===== src/rtl/ram_fifo_ctrl.sv =====
// ram_fifo_ctrl: FIFO controller in front of a simple dual-port RAM with a
// one-cycle read latency. Entries are held in the RAM and then prefetched
// into a two-entry output buffer. The buffer head drives out_data_o
// directly from a register. Two buffer slots let the block sustain one push
// and one pop per cycle even though each RAM read takes a cycle to return.
module ram_fifo_ctrl #(
   parameter int WORD_SIZE = 32,
   parameter int ADDR_SIZE = 3,
   parameter int NUM_WORDS = 8
) (
   input  logic                 clk,
   input  logic                 rst,
   input  logic                 flush_i,
   input  logic                 in_valid_i,
   input  logic [WORD_SIZE-1:0] in_data_i,
   output logic                 in_ready_o,
   output logic                 out_valid_o,
   output logic [WORD_SIZE-1:0] out_data_o,
   input  logic                 out_ready_i,
   output logic                 ram_wr_en_o,
   output logic [ADDR_SIZE-1:0] ram_wr_addr_o,
   output logic [WORD_SIZE-1:0] ram_wr_word_o,
   output logic                 ram_rd_en_o,
   output logic [ADDR_SIZE-1:0] ram_rd_addr_o,
   input  logic [WORD_SIZE-1:0] ram_rd_word_i,
   output logic [ADDR_SIZE+1:0] count_o,
   output logic                 full_o,
   output logic                 empty_o
);

   localparam int CW  = ADDR_SIZE + 1;   // ram_cnt width, holds 0..NUM_WORDS
   localparam int CNW = ADDR_SIZE + 2;   // total count width, up to NUM_WORDS+2
   localparam logic [CW-1:0] DEPTH = CW'(NUM_WORDS);

   logic [ADDR_SIZE-1:0]            wp_q, wp_d;
   logic [ADDR_SIZE-1:0]            rp_q, rp_d;
   logic [CW-1:0]                   ram_cnt_q, ram_cnt_d;
   logic                            inflight_q, inflight_d;
   logic [1:0]                      buf_cnt_q, buf_cnt_d;
   logic [1:0][WORD_SIZE-1:0]       buf_q, buf_d;

   logic                            push, pop, rd;
   logic [2:0]                      occ;

   // Handshakes and RAM strobes. Readiness depends only on state and flush,
   // so there is no combinational path from out_ready_i to in_ready_o.
   always_comb begin
      in_ready_o  = !flush_i && (ram_cnt_q < DEPTH);
      push        = in_valid_i && in_ready_o;
      out_valid_o = (buf_cnt_q != 2'd0);
      pop         = out_valid_o && out_ready_i;
      // Buffer slots already claimed once this cycle's pop is taken out;
      // a read is issued only if its data will have a free slot on return.
      occ         = 3'(buf_cnt_q) + 3'(inflight_q) - 3'(pop);
      // ram_cnt_q only counts entries written at earlier edges, so a word is
      // never read in the cycle it is written.
      rd          = !flush_i && (ram_cnt_q != '0) && (occ < 3'd2);
   end

   assign ram_wr_en_o   = push;
   assign ram_wr_addr_o = wp_q;
   assign ram_wr_word_o = in_data_i;
   assign ram_rd_en_o   = rd;
   assign ram_rd_addr_o = rp_q;
   assign out_data_o    = buf_q[0];

   assign count_o = CNW'(ram_cnt_q) + CNW'(inflight_q) + CNW'(buf_cnt_q);
   assign full_o  = (ram_cnt_q == DEPTH);
   assign empty_o = (count_o == '0);

   // Next state for the pointers, RAM occupancy and the read-in-flight flag.
   always_comb begin
      wp_d       = wp_q;
      rp_d       = rp_q;
      ram_cnt_d  = ram_cnt_q;
      inflight_d = rd;
      if (push) wp_d = wp_q + ADDR_SIZE'(1);
      if (rd)   rp_d = rp_q + ADDR_SIZE'(1);
      ram_cnt_d = ram_cnt_q + CW'(push) - CW'(rd);
      if (flush_i) begin
         wp_d       = '0;
         rp_d       = '0;
         ram_cnt_d  = '0;
         inflight_d = 1'b0;
      end
   end

   // Output buffer: a pop shifts the tail into the head first, then any
   // returning read data lands behind whatever remains, which keeps order
   // when a pop and a capture share an edge. The head changes only on a pop
   // or when the buffer is empty, so it holds while stalled.
   always_comb begin
      buf_d     = buf_q;
      buf_cnt_d = buf_cnt_q;
      if (pop) begin
         buf_d[0]  = buf_q[1];
         buf_cnt_d = buf_cnt_q - 2'd1;
      end
      if (inflight_q && !flush_i) begin
         if (buf_cnt_d == 2'd0) buf_d[0] = ram_rd_word_i;
         else                   buf_d[1] = ram_rd_word_i;
         buf_cnt_d = buf_cnt_d + 2'd1;
      end
      // Flush drops the contents; in-flight read data is simply not captured.
      if (flush_i) buf_cnt_d = 2'd0;
   end

   // State registers, cleared asynchronously so nothing survives a reset.
   always_ff @(posedge clk or posedge rst) begin
      if (rst) begin
         wp_q       <= '0;
         rp_q       <= '0;
         ram_cnt_q  <= '0;
         inflight_q <= 1'b0;
         buf_cnt_q  <= 2'd0;
         buf_q      <= '0;
      end else begin
         wp_q       <= wp_d;
         rp_q       <= rp_d;
         ram_cnt_q  <= ram_cnt_d;
         inflight_q <= inflight_d;
         buf_cnt_q  <= buf_cnt_d;
         buf_q      <= buf_d;
      end
   end

endmodule


===== config.mk =====
export PLATFORM = sky130hd
export DESIGN_NAME = ram_fifo_ctrl
export DESIGN_NICKNAME = d
export VERILOG_FILES = /design/src/rtl/ram_fifo_ctrl.sv
export SDC_FILE = /design/constraint.sdc
export NUM_CORES = 1
export LEC_CHECK = 0
export CORE_AREA = 2 2 111 113
export CTS_CLUSTER_SIZE = 30
export DETAILED_ROUTE_END_ITERATION = 8
export DIE_AREA = 0 0 113 115
export DONT_BUFFER_PORTS = 1
export HOLD_SLACK_MARGIN = 0.12
export PLACE_DENSITY_LB_ADDON = 0.3
export SETUP_SLACK_MARGIN = 0.2
export SYNTH_ARGS = -nofsm -noshare
export SYNTH_HDL_FRONTEND = slang
export SYNTH_SLANG_ARGS = --single-unit

===== constraint.sdc =====
create_clock -name clk -period 4.51 [get_ports clk]
set_input_delay 0.2255 -clock clk [delete_from_list [all_inputs] [get_ports clk]]
set_output_delay 0.2255 -clock clk [all_outputs]
set_load 0.03 [all_outputs]

==> results of run 1 <==
[how the worst max path moves through the flow]
stage,to,slack [ns],cells past startpoint
floorplan,ram_cnt_q[1],0.45,17
global placement,ram_cnt_q[1],1.09,15
detailed placement,ram_cnt_q[1],0.97,15
CTS,ram_cnt_q[1],0.90,15
global route,ram_cnt_q[3],0.60,17
finish,ram_cnt_q[1],0.94,15
[per-stage QoR]
step	power [mW]	setup slack [ns]
2_1_floorplan	2.51	0.451
3_3_place_gp	2.43	1.09
3_5_place_dp	2.47	0.973
4_1_cts	3.18	0.901
5_1_grt	3.36	0.603
6_report	3.12	0.944
[cells in the final DEF (no fill, tap or decap), drive strengths merged, types with 2 or more instances in the layout]
cell / synthesis / final
xor2: 5 / 5
fa: 4 / 4
nand2b: 2 / 2
nor2b: 3 / 3
nor2: 15 / 15
buf: 76 / 8
clkbuf: 3 / 12
nand2: 33 / 33
clkinv: 0 / 3
inv: 14 / 13
ha: 13 / 13
a21oi: 2 / 2
mux2i: 34 / 34
and2: 2 / 2
o21ai: 33 / 33
mux2: 32 / 32
dfrtp: 77 / 77
dlygate4sd3: 0 / 34
xnor2: 5 / 5
[routing by layer]
metal / vias up / track usage / routed length [microns]
met2: 83 / 0.186 / 3350
met5: - / 0 / 0
met4: 0 / 0.0846 / 219
met1: 1120 / 0.145 / 3190
met3: 17 / 0.0469 / 587
li1: 1092 / - / -
[kinds of logic (layout without fill, tap and decap cells)]
logic type	after synthesis	in the layout	synth area share
AO/OA/AOI/OAI	37	37	0.0466
XOR/XNOR	10	10	0.0215
adder cells (fa/ha/maj)	17	17	0.0595
buffers and inverters	93	70	0.154
flip-flops	77	77	0.472
multiplexers	66	66	0.172
AND/OR/NAND/NOR	63	63	0.0742
[report_power, final]
group	switching, mW	internal [mW]	leakage [nW]
Clock	0.264	0.394	0.134
Sequential	0.495	0.997	0.966
Combinational	0.504	0.466	0.987
Total	1.26	1.86	2.09
[flip-flops by register name, summed over array words and instances (netlist names)]
signal	count
inflight_q	1
ram_wr_addr_o	3
ram_cnt_q	4
buf_q	32
out_data_o	32
buf_cnt_q	2
ram_rd_addr_o	3
[worst max-delay path: cells and delay by family (launching register included)]
family	cells	cell delay (ns)
buf+inv	3	0.19
flops	1	0.49
simple gates	5	0.88
xor+xnor	1	0.18
fa+ha+maj	6	1.68
[area by class of cell]
class / count / area [sq um] / area share
flip-flops and latches: 77 / 1930 / 0.442
clock buffers: 12 / 256 / 0.0589
clock inverters: 2 / 10.0 / 0.00230
inverters: 14 / 53.8 / 0.0123
repair buffers: 42 / 400 / 0.0919
multi-input cells: 193 / 1530 / 0.350
well taps: 147 / 184 / 0.0422
==> results.cfg, run 1 <==
[cts]
tritoncts = yes
ctsResizeCount = 0
clock_sink_count = 77
clk-insertion-delay-late_ns = 0.33
clk_transition_reported_paths_ns = 0.06
clockBufferDepth = 2
cts_inserted_buffers = 9
cts_hold_buf = 34
cts.htree.levels = 3
cts_setup_buffers = 0
cts.root.buffer_cell = sky130_fd_sc_hd__clkbuf_16

[layout]
insertedDiodeCount = 0
num-fill-cells = 1139
stdcell_count = 487
final_net_count = 423
area_growth_syn_to_layout_pct = 6.84
drive_above_1_share = 0.171
post-route-util = 0.369
design_area_sq_um = 4360

[worst_setup_path]
critPathMostFrequentCell = sky130_fd_sc_hd__ha_1
crit_path_end_kind = register
setup_crit_start_kind = register
reg2reg_to = ram_cnt_q[1]
timing.rr.start = buf_cnt_q[1]
required_time_of_the_critical_path_ns = 4.71
critPathLaunch = buf_cnt_q[1]
worstSetupPathType = register to register
reg2regPathDepth = 15
max_stage_delay_ns = 0.49
regToRegSetupSlack_ns = 0.94
cp_max_fo = 6
worst_path_max_delay_cell = sky130_fd_sc_hd__dfrtp_1
worstPathCellList = inv_1 > ha_1 > nand2b_2 > inv_1 > ha_1 > nand2b_1 > fa_1 > xnor2_1 > nand3_1 > nor2_1 > ha_1 > inv_1 > ha_1 > fa_1 > nor2b_1
crit_arrival_ns = 3.77

[placement]
numPlacedInstances = 439
gp_routability_congestion = 0.682
dpl.hpwl_microns = 4790
place.port_buffers = 0
standard_cell_area_after_detailed_placement_sq_um = 3750

[global_route]
grt_pass1_wl_microns = 12300
first_global_vias = 2394
grt_antenna_before_repair = 0
grt_overflow_total = 0
groute.usage.overall = 0.123
grt_max_degree = 78

[sta]
finalClockSkew_ns = 0.00425
setup_viol = 0
final-hold-violation-count = 0
fmaxAchievable_ghz = 0.280
rsz0062_at_grt = no
worst-slew-pin-transition_ns = 0.993
final_critical_path_time_including_i_o_delays_and_setup_ns = 3.57
final_clock_period_utilization_by_the_worst_path = 0.791
max-slew-margin-rel = 0.338
totalNegativeSetupSlack_ns = 0
worst_hold_slack_ns = 0.253
timing_max_transition_violations_final = 0

[floorplanning]
die_width_microns = 113
initial_core_util = 0.345
die-area_sq_um = 13000
design.portCount = 150
rows = 40
core_area_sq_um = 11800
die_y_microns = 115

[synth]
synth_seq_area_share = 0.472
post-synth-top-area-cell = sky130_fd_sc_hd__dfrtp_1
mappedNetlistNets = 449
synth.cell_area_sq_um = 4080
synth_ff_type = sky130_fd_sc_hd__dfrtp_1
postSynth.asyncResetShare = 1.00
yosys_warnings = 0
synth-edff-count = 0
synthesis.instances = 363
synth_top_cell_area_share = 0.472
post_synth.cell_area_avg_sq_um = 11.2
yosysMostFrequentCell = sky130_fd_sc_hd__dfrtp_1
synth.top_cells.by_area = sky130_fd_sc_hd__dfrtp_1, sky130_fd_sc_hd__buf_4, sky130_fd_sc_hd__mux2i_1
synth-seq-cells = 77
netlist-cell-type-count = 32
synth.cells.most_frequent = sky130_fd_sc_hd__dfrtp_1, sky130_fd_sc_hd__buf_4, sky130_fd_sc_hd__mux2i_1, sky130_fd_sc_hd__nand2_1, sky130_fd_sc_hd__o21ai_0

[hold_path]
worstHoldPathType = input port to register
launch_instance_of_the_worst_min_delay_path = in_valid_i
whs_endpoint = ram_wr_addr_o[0]
worst_hold_path.num_cells = 3

[routing]
routedWlPerCell_microns = 15.1
antenna_violating_nets_post_route = 0
vias = 2312
detail_route.first_pass.iterations = 8
vias_per_cell = 4.75
drtIter0Drc = 95
route.detailed.drc = 11
post_detailed_routing_wire_length_microns = 7340

[job]
max_cap_violations = 0

[run_status]
status = finished, violations left
violated_checks = DRC

[power]
ir_drop_worst_case_vdd_uv = 264
p_leak_nw = 2.09
power_per_cell_area_nw_per_um2 = 716
Note: power is estimated with default switching activity, not from simulation.
==> inputs of run 2 (changes only) <==
==> constraint.sdc (replaced) <==
create_clock -name clk -period 3.4 [get_ports clk]
set_input_delay 0.17 -clock clk [delete_from_list [all_inputs] [get_ports clk]]
set_output_delay 0.17 -clock clk [all_outputs]
set_load 0.03 [all_outputs]
==> results.cfg, run 2 (synthesized netlist as in run 1, its figures left out) <==
[run_status]
status = finished, violations left
violated_checks = DRC

[cts]
cts.htree.levels = 3
cts.root.buffer_cell = sky130_fd_sc_hd__clkbuf_16
clk-insertion-delay-late_ns = 0.33
clockBufferDepth = 2
tritoncts = yes
cts_inserted_buffers = 9
clock_sink_count = 77
clk_transition_reported_paths_ns = 0.06

[routing]
detail_route.first_pass.iterations = 6
routedWlPerCell_microns = 15.4
vias = 2307
vias_per_cell = 4.66
antenna_violating_nets_post_route = 0
route.detailed.drc = 9
drtIter0Drc = 111
post_detailed_routing_wire_length_microns = 7620

[sta]
max-slew-margin-rel = 0.361
fmaxAchievable_ghz = 0.326
finalClockSkew_ns = 0.00753
final_clock_period_utilization_by_the_worst_path = 0.902
totalNegativeSetupSlack_ns = 0
rsz0062_at_grt = no
worst-slew-pin-transition_ns = 0.957
timing_max_transition_violations_final = 0
setup_viol = 0
setup_slack_ns = 0.333
final_critical_path_time_including_i_o_delays_and_setup_ns = 3.07
final-hold-violation-count = 0
worst_hold_slack_ns = 0.202

[layout]
drive_above_1_share = 0.230
commonest_cells_after_routing_fill_and_taps_aside = sky130_fd_sc_hd__dfrtp_1, sky130_fd_sc_hd__mux2i_1, sky130_fd_sc_hd__dlygate4sd3_1, sky130_fd_sc_hd__o21ai_0, sky130_fd_sc_hd__nand2_1
final_net_count = 429
num-fill-cells = 1132
post-route-util = 0.387
area_growth_syn_to_layout_pct = 12.1
design_area_sq_um = 4570
stdcell_count = 495
mostFrequentLayoutCell = sky130_fd_sc_hd__dfrtp_1
insertedDiodeCount = 0

[placement]
numPlacedInstances = 441
gp_routability_congestion = 0.737
place.port_buffers = 0
dpl.hpwl_microns = 4830
standard_cell_area_after_detailed_placement_sq_um = 3840
pre_cts_worst_setup_slack_ns = 0.177

[power]
power_per_cell_area_nw_per_um2 = 998
ir_drop_worst_case_vdd_uv = 400
p_leak_nw = 2.17
total_power_mw = 4.56

[worst_setup_path]
worst_path_max_delay_cell = sky130_fd_sc_hd__fa_1
crit_path_end_kind = register
critPathLaunch = buf_cnt_q[0]
setup_crit_start_kind = register
timing.rr.start = buf_cnt_q[0]
worstPathCellList = inv_2 > ha_4 > nand2b_4 > inv_4 > ha_4 > nand2b_4 > fa_2 > xnor2_4 > nand3_4 > nor2_4 > ha_1 > inv_1 > ha_2 > fa_1 > nor2b_1
regToRegSetupSlack_ns = 0.33
crit_arrival_ns = 3.27
reg2reg_to = ram_cnt_q[1]
worstSetupPathType = register to register
reg2regPathDepth = 15
cp_max_fo = 4
endpoint = ram_cnt_q[1]
max_stage_delay_ns = 0.41
required_time_of_the_critical_path_ns = 3.60

[job]
max_cap_violations = 0

[global_route]
first_global_vias = 2539
grt_antenna_before_repair = 0
grt_overflow_total = 0
groute.usage.overall = 0.126
grt_pass1_wl_microns = 12700
grt_max_degree = 55

[floorplanning]
die_width_microns = 113
initial_core_util = 0.345
design.portCount = 150
core_area_sq_um = 11800
die_y_microns = 115
rows = 40
die-area_sq_um = 13000

[hold_path]
worstHoldPathType = input port to register
worst_hold_path.num_cells = 3
## run 2: worst max-delay path: cells and delay by family, from the launching register on
family                   cells  cell delay (ns)
adder cells (fa/ha/maj)      6             1.55
AND/OR/NAND/NOR              5             0.63
flip-flops                   1             0.37
buffers and inverters        3             0.20
XOR/XNOR                     1             0.18
## run 2: cell type report
| type | count | area (sq um) | share of cell area |
|---|---|---|---|
| Sequential cell | 77 | 1930 | 0.422 |
| Multi-Input combinational cell | 193 | 1610 | 0.353 |
| Timing Repair Buffer | 48 | 445 | 0.0975 |
| Clock buffer | 13 | 280 | 0.0613 |
| Tap cell | 147 | 184 | 0.0402 |
| Clock inverter | 3 | 65.1 | 0.0142 |
| Inverter | 14 | 56.3 | 0.0123 |
## run 2: repair_timing
| action | in CTS | in global routing |
|---|---|---|
| hold buffers | 34 | 0 |
| setup endpoints to repair | 2 | 3 |
| hold endpoints to repair | 130 | 0 |
| pin swaps | 0 | 3 |
| cloned | 0 | 0 |
| setup buffers | 1 | 3 |
| resized for setup | 0 | 2 |
## run 2: layer usage
layer | GRT usage | wire length (microns) | up-vias
li1 | - | - | 1096
met1 | 0.144 | 3210 | 1123
met2 | 0.211 | 3710 | 73
met3 | 0.0517 | 555 | 15
met4 | 0.0537 | 148 | 0
met5 | 0 | 0 | -
## run 2: worst min path at each step
stage / startpoint / endpoint / slack [ns]
floorplan: ram_rd_word_i[0] / out_data_o[0] / 0.29
global placement: flush_i / ram_cnt_q[1] / 0.24
detailed placement: flush_i / buf_cnt_q[1] / 0.24
CTS: in_valid_i / ram_wr_addr_o[0] / 0.18
global route: in_valid_i / ram_wr_addr_o[0] / 0.22
finish: in_valid_i / ram_wr_addr_o[0] / 0.20
## run 2: report_power, final
part	leakage [nW]	internal [mW]	switching (mW)
clock	0.172	0.721	0.355
sequential	0.965	1.32	0.648
combinational	1.03	0.750	0.762
==> inputs of run 3 (changes only) <==
==> constraint.sdc (replaced) <==
create_clock -name clk -period 3.4 [get_ports clk]
set_input_delay 0.68 -clock clk [delete_from_list [all_inputs] [get_ports clk]]
set_output_delay 0.68 -clock clk [all_outputs]
set_load 0.03 [all_outputs]
==> results.cfg, run 3 (synthesized netlist as in run 1, its figures left out) <==
[cts]
clock_sink_count = 77
tritoncts = yes
cts.htree.levels = 3
cts.root.buffer_cell = sky130_fd_sc_hd__clkbuf_16
clockBufferDepth = 2
clk-insertion-delay-late_ns = 0.33
cts_inserted_buffers = 9
cts_hold_buf = 0
clk_transition_reported_paths_ns = 0.06

[global_route]
groute.usage.overall = 0.118
grt_overflow_total = 0
grt_antenna_before_repair = 0
grt_pass1_wl_microns = 11900
grt_max_degree = 40
first_global_vias = 2301

[hold_path]
worstHoldPathType = input port to async pin

[worst_setup_path]
cp_max_fo = 3
worstPathBufferInverterCount = 3
crit_path_end_kind = output port
category_of_cells_accounting_for_the_largest_share_of_critical_path_delay = adder cells
regToRegSetupSlack_ns = 0.35
reg2regPathDepth = 15
worstSetupPathType = register to output port
worst_path_max_delay_cell = sky130_fd_sc_hd__dfrtp_2
timing.rr.start = buf_cnt_q[1]
worstPathCellList = inv_2 > ha_4 > nand2b_4 > inv_4 > ha_4 > nand2b_4 > fa_2 > xnor2_4 > nand3_4 > nor2_4 > buf_6
reg2reg_to = ram_cnt_q[1]
max_stage_delay_ns = 0.41
required_time_of_the_critical_path_ns = 2.72
setup_crit_start_kind = register
crit_arrival_ns = 2.42

[routing]
vias = 2261
antenna_violating_nets_post_route = 0
routedWlPerCell_microns = 15.8
vias_per_cell = 4.86
post_detailed_routing_wire_length_microns = 7340
detail_route.first_pass.iterations = 6
drtIter0Drc = 131
route.detailed.drc = 8

[placement]
pre_cts_worst_setup_slack_ns = 0.182
standard_cell_area_after_detailed_placement_sq_um = 3870
place.port_buffers = 0
dpl.hpwl_microns = 4870
gp_routability_congestion = 0.685

[floorplanning]
design.portCount = 150
rows = 40
initial_core_util = 0.345
core_area_sq_um = 11800
die_y_microns = 115
die-area_sq_um = 13000
die_width_microns = 113

[job]
max_cap_violations = 0

[run_status]
status = finished, violations left
violated_checks = DRC

[sta]
final_critical_path_time_including_i_o_delays_and_setup_ns = 3.10
timing_max_transition_violations_final = 0
setup_viol = 0
setup_slack_ns = 0.301
final-hold-violation-count = 0
worst_hold_slack_ns = 0.310
final_clock_period_utilization_by_the_worst_path = 0.911
worst-slew-pin-transition_ns = 0.687
totalNegativeSetupSlack_ns = 0
finalClockSkew_ns = 0.00534
fmaxAchievable_ghz = 0.323
rsz0062_at_grt = no
max-slew-margin-rel = 0.542

[layout]
insertedDiodeCount = 0
mostFrequentLayoutCell = sky130_fd_sc_hd__dfrtp_1
design_area_sq_um = 4240
num-fill-cells = 1152
commonest_cells_after_routing_fill_and_taps_aside = sky130_fd_sc_hd__dfrtp_1, sky130_fd_sc_hd__mux2i_1, sky130_fd_sc_hd__o21ai_0, sky130_fd_sc_hd__nand2_1, sky130_fd_sc_hd__mux2_2
final_net_count = 401
drive_above_1_share = 0.264
area_growth_syn_to_layout_pct = 3.86

[power]
power_per_cell_area_nw_per_um2 = 1060
sequentialPowerShare = 0.440
clock_power_share = 0.205
swShare = 0.393
net-switching-power_mw = 1.77
ir_drop_worst_case_vdd_uv = 276
p_int_mw = 2.72
combinationalPowerShare = 0.355
p_leak_nw = 2.03
## run 3: cell count changes in the layout (fill, tap and decap cells not counted)
cell                            change
sky130_fd_sc_hd__buf_12             +1
sky130_fd_sc_hd__fa_2               +1
sky130_fd_sc_hd__clkbuf_1           +2
sky130_fd_sc_hd__buf_4              +4
sky130_fd_sc_hd__nor4b_2            +1
sky130_fd_sc_hd__bufinv_16          -1
sky130_fd_sc_hd__dlygate4sd3_1     -34
sky130_fd_sc_hd__clkbuf_8           -3
sky130_fd_sc_hd__buf_6              +1
sky130_fd_sc_hd__fa_1               -1
sky130_fd_sc_hd__nor4b_1            -1
## run 3: cell type report
type / count / area [sq um] / share of cell area
clock buffers: 12 / 246 / 0.0582
clock inverters: 2 / 35.0 / 0.00827
inverters: 14 / 56.3 / 0.0133
multi-input cells: 193 / 1620 / 0.382
flip-flops and latches: 77 / 1930 / 0.455
well taps: 147 / 184 / 0.0434
repair buffers: 20 / 166 / 0.0393
## run 3: power by group through the flow
stage / clock network, mW / logic, mW / registers (mW)
after floorplan: 0 / 1.90 / 1.55
after global placement: 0 / 1.36 / 2.00
after detailed placement: 0 / 1.40 / 2.01
after CTS: 0.968 / 1.50 / 1.99
after global routing: 0.996 / 1.77 / 2.04
final: 0.920 / 1.59 / 1.98
## run 3: what timing repair did
| item | CTS | global route |
|---|---|---|
| setup buffers | 6 | 3 |
| pin swaps | 2 | 3 |
| endpoints found under the setup margin | 3 | 4 |
| resized for setup | 0 | 4 |
## run 3: worst max path at each step
stage / start / endpoint / slack (ns) / depth (start not counted)
after floorplan: buf_cnt_q[1] / ram_cnt_q[1] / -0.09 / 17
after global placement: buf_cnt_q[1] / ram_cnt_q[1] / 0.25 / 15
after detailed placement: buf_cnt_q[1] / ram_cnt_q[3] / 0.18 / 17
after CTS: inflight_q / empty_o / 0.22 / 6
after global routing: buf_cnt_q[1] / ram_rd_en_o / 0.20 / 11
final: buf_cnt_q[1] / ram_rd_en_o / 0.30 / 11
## run 3: routing by layer
layer / share of wire / track usage / up-vias
li1: - / - / 1047
met1: 0.40 / 0.130 / 1121
met2: 0.49 / 0.195 / 75
met3: 0.089 / 0.0538 / 18
met4: 0.023 / 0.0602 / 0
met5: 0 / 0 / -
## run 3: worst register-to-register path, cell delays in order (launching register included)
cell and delay [ns]:
sky130_fd_sc_hd__dfrtp_2 0.41, sky130_fd_sc_hd__inv_2 0.06, sky130_fd_sc_hd__ha_4 0.12, sky130_fd_sc_hd__nand2b_4 0.13
sky130_fd_sc_hd__inv_4 0.04, sky130_fd_sc_hd__ha_4 0.22, sky130_fd_sc_hd__nand2b_4 0.14, sky130_fd_sc_hd__fa_2 0.38
sky130_fd_sc_hd__xnor2_4 0.21, sky130_fd_sc_hd__nand3_4 0.11, sky130_fd_sc_hd__nor2_4 0.14, sky130_fd_sc_hd__ha_1 0.23
sky130_fd_sc_hd__inv_1 0.06, sky130_fd_sc_hd__ha_2 0.18, sky130_fd_sc_hd__fa_1 0.39, sky130_fd_sc_hd__nor2b_1 0.14
## run 3: per-stage QoR
stage	total power [mW]	cells	util
after floorplan	3.45	363	-
after detailed placement	3.41	442	0.327
after global placement	3.35	442	0.327
after global routing	4.80	465	0.359
after CTS	4.46	462	0.355
final	4.49	465	0.359
